===== src/rtl/button_step_gen_pkg.sv =====
// Shared encodings and default timing values for the button step generator.
package button_pkg;

    typedef enum logic [1:0] {
        IDLE      = 2'd0,
        ARMING    = 2'd1,
        HELD      = 2'd2,
        RELEASING = 2'd3
    } btn_state_e;

    localparam int unsigned DEBOUNCE_CYCLES_DEF = 100000;
    localparam int unsigned REPEAT_DELAY_DEF    = 50000000;
    localparam int unsigned REPEAT_PERIOD_DEF   = 10000000;

endpackage


===== src/rtl/button_step_gen_if.sv =====
// Button-side signal bundle: raw press input and the debounced/pulse outputs.
interface button_step_gen_if;
    logic       p;
    logic       level;
    logic       step;
    logic       rel;
    logic [7:0] presses;

    modport master (output p, input level, step, rel, presses);
    modport slave  (input p, output level, step, rel, presses);
endinterface


===== src/rtl/button_step_gen_sync.sv =====
// Two-flop synchronizer for a single asynchronous bit; both flops clear on reset.
module sync_2ff (
    input  logic clk,
    input  logic rst,
    input  logic d_i,
    output logic q_o
);
    logic meta_q;
    logic sync_q;

    always_ff @(posedge clk) begin
        if (rst) begin
            meta_q <= 1'b0;
            sync_q <= 1'b0;
        end else begin
            meta_q <= d_i;
            sync_q <= meta_q;
        end
    end

    assign q_o = sync_q;
endmodule


===== src/rtl/button_step_gen.sv =====
// Debounced push-button with step/release pulses and a wrapping press counter.
// Optional auto-repeat while held is enabled by defining BUTTON_AUTOREPEAT_EN.
module button_step_gen
    import button_pkg::*;
#(
    parameter int unsigned DEBOUNCE_CYCLES = DEBOUNCE_CYCLES_DEF,
    parameter int unsigned REPEAT_DELAY    = REPEAT_DELAY_DEF,
    parameter int unsigned REPEAT_PERIOD   = REPEAT_PERIOD_DEF
) (
    input  logic               clk,
    input  logic               rst,
    button_step_gen_if.slave   btn
);
    localparam int unsigned CW = $clog2(DEBOUNCE_CYCLES);
    // The state change happens on the edge the counter would reach DEBOUNCE_CYCLES-1.
    localparam logic [CW-1:0] DB_LAST = CW'(DEBOUNCE_CYCLES - 2);

    if (DEBOUNCE_CYCLES < 2 || REPEAT_DELAY < 1 || REPEAT_PERIOD < 1) begin : g_bad_cfg
        $error("button_step_gen: invalid timing parameters");
    end

    logic          sp;
    btn_state_e    state_q;
    logic [CW-1:0] cnt_q;
    logic          level_q;
    logic          step_q;
    logic          rel_q;
    logic [7:0]    presses_q;

`ifdef BUTTON_AUTOREPEAT_EN
    localparam int unsigned REP_MAX = (REPEAT_DELAY > REPEAT_PERIOD) ? REPEAT_DELAY : REPEAT_PERIOD;
    localparam int unsigned RW      = $clog2(REP_MAX + 1);
    logic [RW-1:0] rep_cnt_q;
    logic          rep_first_q;
    logic [RW-1:0] rep_target_d;
    assign rep_target_d = rep_first_q ? RW'(REPEAT_DELAY) : RW'(REPEAT_PERIOD);
`endif

    sync_2ff u_sync (
        .clk (clk),
        .rst (rst),
        .d_i (btn.p),
        .q_o (sp)
    );

    always_ff @(posedge clk) begin
        if (rst) begin
            state_q   <= IDLE;
            cnt_q     <= '0;
            level_q   <= 1'b0;
            step_q    <= 1'b0;
            rel_q     <= 1'b0;
            presses_q <= '0;
`ifdef BUTTON_AUTOREPEAT_EN
            rep_cnt_q   <= '0;
            rep_first_q <= 1'b1;
`endif
        end else begin
            step_q <= 1'b0;
            rel_q  <= 1'b0;
            case (state_q)
                IDLE: begin
                    if (sp) begin
                        state_q <= ARMING;
                        cnt_q   <= '0;
                    end
                end
                ARMING: begin
                    if (!sp) begin
                        state_q <= IDLE;
                        cnt_q   <= '0;
                    end else if (cnt_q == DB_LAST) begin
                        state_q   <= HELD;
                        cnt_q     <= '0;
                        level_q   <= 1'b1;
                        step_q    <= 1'b1;
                        presses_q <= presses_q + 8'd1;
`ifdef BUTTON_AUTOREPEAT_EN
                        rep_cnt_q   <= '0;
                        rep_first_q <= 1'b1;
`endif
                    end else begin
                        cnt_q <= cnt_q + CW'(1);
                    end
                end
                HELD: begin
                    if (!sp) begin
                        state_q <= RELEASING;
                        cnt_q   <= '0;
`ifdef BUTTON_AUTOREPEAT_EN
                        rep_cnt_q   <= '0;
                        rep_first_q <= 1'b1;
                    end else if (rep_cnt_q + RW'(1) == rep_target_d) begin
                        step_q      <= 1'b1;
                        presses_q   <= presses_q + 8'd1;
                        rep_cnt_q   <= '0;
                        rep_first_q <= 1'b0;
                    end else begin
                        rep_cnt_q <= rep_cnt_q + RW'(1);
`endif
                    end
                end
                RELEASING: begin
                    // A bounce back to 1 returns to HELD silently and restarts the repeat delay.
                    if (sp) begin
                        state_q <= HELD;
                        cnt_q   <= '0;
`ifdef BUTTON_AUTOREPEAT_EN
                        rep_cnt_q   <= '0;
                        rep_first_q <= 1'b1;
`endif
                    end else if (cnt_q == DB_LAST) begin
                        state_q <= IDLE;
                        cnt_q   <= '0;
                        level_q <= 1'b0;
                        rel_q   <= 1'b1;
                    end else begin
                        cnt_q <= cnt_q + CW'(1);
                    end
                end
                default: begin
                    state_q <= IDLE;
                    cnt_q   <= '0;
                end
            endcase
        end
    end

    assign btn.level   = level_q;
    assign btn.step    = step_q;
    assign btn.rel     = rel_q;
    assign btn.presses = presses_q;
endmodule


===== src/flat_wrapper.sv =====
// flat-port wrapper written by rule: the top's interface ports become plain ports
module button_step_gen_flat import button_pkg::*;
#(
    parameter int unsigned DEBOUNCE_CYCLES = DEBOUNCE_CYCLES_DEF,
    parameter int unsigned REPEAT_DELAY    = REPEAT_DELAY_DEF,
    parameter int unsigned REPEAT_PERIOD   = REPEAT_PERIOD_DEF
)
  (clk, rst, btn_p, btn_level, btn_step, btn_rel, btn_presses);
  button_step_gen_if btn_i ();
  input  logic clk;
  input  logic rst;
  input wire logic [$bits(btn_i.p)-1:0] btn_p;
  output wire logic [$bits(btn_i.level)-1:0] btn_level;
  output wire logic [$bits(btn_i.step)-1:0] btn_step;
  output wire logic [$bits(btn_i.rel)-1:0] btn_rel;
  output wire logic [$bits(btn_i.presses)-1:0] btn_presses;
  assign btn_i.p = btn_p;
  assign btn_level = btn_i.level;
  assign btn_step = btn_i.step;
  assign btn_rel = btn_i.rel;
  assign btn_presses = btn_i.presses;
  button_step_gen #(.DEBOUNCE_CYCLES(DEBOUNCE_CYCLES), .REPEAT_DELAY(REPEAT_DELAY), .REPEAT_PERIOD(REPEAT_PERIOD)) u_core (.clk(clk), .rst(rst), .btn(btn_i));
endmodule

===== config.mk =====
export PLATFORM = sky130hd
export DESIGN_NAME = button_step_gen_flat
export DESIGN_NICKNAME = d
export VERILOG_FILES = /design/src/rtl/button_step_gen_pkg.sv /design/src/rtl/button_step_gen_if.sv /design/src/rtl/button_step_gen_sync.sv /design/src/rtl/button_step_gen.sv /design/src/flat_wrapper.sv
export SDC_FILE = /design/constraint.sdc
export NUM_CORES = 1
export LEC_CHECK = 0
export ABC_AREA = 0
export BUFFER_PORTS_ARGS = -buffer_cell sky130_fd_sc_hd__buf_2
export CAP_MARGIN = 20
export CORE_ASPECT_RATIO = 1.5
export CORE_MARGIN = 2
export CORE_UTILIZATION = 43
export DETAILED_ROUTE_END_ITERATION = 6
export GPL_ROUTABILITY_DRIVEN = 0
export GPL_TIMING_DRIVEN = 0
export PLACE_DENSITY_LB_ADDON = 0.3
export SLEW_MARGIN = 20
export SYNTH_ARGS = -nofsm -noshare
export SYNTH_HDL_FRONTEND = slang
export SYNTH_SLANG_ARGS = --single-unit

===== constraint.sdc =====
create_clock -name clk -period 2 [get_ports clk]
set_clock_uncertainty 0.05 [all_clocks]
set_input_delay 0.1 -clock clk [delete_from_list [all_inputs] [get_ports clk]]
set_output_delay 0.1 -clock clk [all_outputs]
set_load 0.05 [all_outputs]

==> flow_metrics.env <==
export IMPL_cp_common_cell="or4_4"
export IMPL_crit_chain="or4_4 > or4_4 > buf_6 > or4_4 > a21oi_2"
export IMPL_synth_commonest_cells="dfxtp_1 (32), a31oi_1 (17), nand2_1 (15), nand4_1 (13), nand3_1 (12)"
export IMPL_regToRegStartpoint="u_core.cnt_q[11]"
export IMPL_groute_usage_overall_pct=22.62
export IMPL_reg2reg_depth=5
export IMPL_crit_family="simple AND/OR/NAND/NOR gates"
export IMPL_p_per_area_mw_per_mm2=576.8
export IMPL_fmax_mhz=463.3
export IMPL_critPathCaptureType="register"
export IMPL_drt_total_wl_mm=4.833
export IMPL_layout_setup_ws_ps=-158.5
export IMPL_dpl_cell_count=251
export IMPL_grt_pass1_wl_mm=7.100
export IMPL_io_buffers=13
export IMPL_hp_start="rst"
export IMPL_clk_latency_ps=290
export IMPL_fin_nets=238
export IMPL_cp_slowest_cell="or4_4"
export IMPL_pre_cts_ws_ps=-710.0
export IMPL_path_class="register to register"
export IMPL_avgViaCountPerCell=6.233
export IMPL_drc=0
export IMPL_fin_crit_sh_pct=107.9
export IMPL_fin_util_pct=59.84
export IMPL_fill_cells=309
export IMPL_timing_reg2reg_setup_slack_ps=-160
export IMPL_tightest_slew_ps=671.0
export IMPL_hold_viol_final=0
export IMPL_cts_buffer_depth=2
export IMPL_synth_edff_count=0
export IMPL_dp_hpwl_mm=2.861
export IMPL_drtIter0Drc=114
export IMPL_clock_sinks=32
export IMPL_core_area_sq_mm=0.003649
export IMPL_cts_buffers=5
export IMPL_ir_worst_vdd_uv=489.3
export IMPL_startpoint_type="register"
export IMPL_final_cells=275
export IMPL_fp_row_count=27
export IMPL_antenna_found_initial=0
export IMPL_yosysTopAreaCellShare_pct=39.26
export IMPL_root_buffer="clkbuf_8"
export IMPL_synth_avg_cell_area_sq_um=8.367
export IMPL_start_util_pct=44.72
export IMPL_cp_num_buf_inv=1
export IMPL_grt_setup_unrepaired="true"
export IMPL_ys_seq_area_share_pct=39.26
export IMPL_synthesis_nets=201
export IMPL_die_area_sq_mm=0.004313
export IMPL_hold_depth=3
export IMPL_ys_types=42
export IMPL_num_antenna_cells=0
export IMPL_outcome="complete, but fails checks"
export IMPL_min_period_ps=2159
export IMPL_cts_tree="built"
export IMPL_gr_total_overflow=0
export IMPL_grt_pass1_vias=1499
export IMPL_violations="negative setup slack"
export IMPL_synth_area_leaders="dfxtp_1 (39%), a31oi_1 (6.5%), nand4_1 (5.0%)"
export IMPL_wl_per_cell_um=17.57
export IMPL_rr_endpoint="u_core.btn.presses[5]"
export IMPL_crit_required_ps=2170
export IMPL_io_pins=14
export IMPL_synth_top_area_cell="dfxtp_1"
export IMPL_die_y_um=79.44
export IMPL_max_stage_delay_ps=530
export IMPL_dr_total_vias=1714
export IMPL_worstPathMaxFanout=7
export IMPL_min_to="u_core.btn.presses[0]"
export IMPL_yosysWarningCount=0
export IMPL_synth_most_common_cell="dfxtp_1"
export IMPL_area_growth_pct=33.82
export IMPL_async_reset_ff_share_pct=0
export IMPL_syn_area_sq_mm=0.001632
export IMPL_worstPathArrival_ps=2330
export IMPL_htreeDepth=2
export IMPL_slew_viol_final=0
export IMPL_hp_class="input port to register"
export IMPL_firstDrtPassIters=4
export IMPL_finalSetupViolCount=24
export IMPL_maxCapViolations=0
export IMPL_cts_clk_slew_worst_paths_ps=70
export IMPL_layout_drive_gt1_share_pct=33.19
export IMPL_postSynthCellCount=195
export IMPL_ys_flop_type="dfxtp_1"
export IMPL_synth_seq_cells=32
export IMPL_grt_max_degree=11
export IMPL_die_w_um=54.30
export IMPL_p_leak_nw=0.7260
export IMPL_relSlewSlack_pct=55.02
export IMPL_detail_route_antenna_nets=0
[area by class of cell]
class	instances	area, sq um	share of cell area, %
repair buffers	32	221.5	10.14
multi-input cells	145	1072	49.11
well taps	43	53.80	2.464
plain buffers	10	61.31	2.808
inverters	6	22.52	1.032
clock buffers	7	96.34	4.413
flip-flops and latches	32	655.6	30.03
[power by group]
group / total, mW / switching (mW) / internal (mW) / leakage [nW]
combinational: 0.0759 / 0.0551 / 0.0208 / 0.413
clock: 0.540 / 0.234 / 0.306 / 0.0503
sequential: 0.643 / 0.00447 / 0.639 / 0.262
[through the flow]
stage                     total power, mW  instance area (sq um)  hold WS, ps  setup TNS [ps]
final                               1.259                   2183        184.7           -2201
after global routing                1.286                   2183        228.1           -3445
after CTS                           1.252                   1982        178.4           -4045
after detailed placement           0.7234                   1763        268.9           -9748
after global placement             0.7228                   1763        263.3           -8826
after floorplan                    0.7035                   1644        178.2          -390.9
[worst min-delay path: cells and delay by family]
family / cells / cell delay [ps]
muxes: 1 / 140
buffers and inverters: 1 / 150
and+or+nand+nor: 1 / 100
[routing by layer]
layer  global-route usage [%]  routed length, um  up-vias
met1                    25.06               1876      812
met2                    38.31               2562       62
li1                         -                  -      820
met3                    3.933                207       20
met5                        0                  0        -
met4                    13.50                187        0
[how the worst max path moves through the flow]
| stage | from | end | depth (start not counted) |
|---|---|---|---|
| CTS | u_core.cnt_q[11] | u_core.btn.presses[5] | 5 |
| global route | u_core.cnt_q[11] | u_core.btn.presses[5] | 5 |
| global placement | u_core.cnt_q[8] | u_core.btn.presses[0] | 4 |
| floorplan | u_core.cnt_q[8] | u_core.btn.presses[0] | 4 |
| detailed placement | u_core.cnt_q[8] | u_core.btn.presses[0] | 4 |
| finish | u_core.cnt_q[11] | u_core.btn.presses[5] | 5 |
[repair_timing]
item,CTS,global route
endpoints found under the setup margin,30,28
setup buffers,5,13
hold endpoints to repair,1,0
hold buffers,1,0
pin swaps,11,8
gates cloned,0,0
gates resized for setup,26,23
[cell usage in the layout, fill, tap and decap left out, types with 3 or more instances in the layout]
cell type / n
a21oi_1: 8
a31oi_1: 15
buf_2: 13
buf_4: 15
buf_6: 4
clkbuf_1: 4
clkbuf_8: 8
dfxtp_1: 26
dfxtp_2: 3
dfxtp_4: 3
inv_1: 4
nand2_1: 14
nand3_1: 11
nand4_1: 13
nor2_1: 6
nor2b_1: 5
nor3_1: 3
nor4_1: 5
o21ai_1: 4
o31ai_2: 4
or3b_2: 3
or4_1: 4
or4_4: 3
xnor2_1: 4
[cells by family (layout without fill, tap and decap cells)]
logic type / Yosys count / after routing / synth area share (%)
simple gates: 85 / 85 / 30.29
compound gates: 48 / 48 / 18.33
flops: 32 / 32 / 39.26
buf+inv: 18 / 55 / 4.601
mux: 3 / 3 / 1.994
xor+xnor: 6 / 6 / 3.221
fa+ha+maj: 3 / 3 / 2.301
[flip-flops by register name, summed over array words and instances, names as in the netlist, named ones only]
register	cells
u_core.btn.level	1
u_core.btn.presses	8
u_core.btn.rel	1
u_core.btn.step	1
u_core.cnt_q	17
u_core.state_q	1
u_core.u_sync.meta_q	1
u_core.u_sync.q_o	1
(Power assumes the default switching activity.)
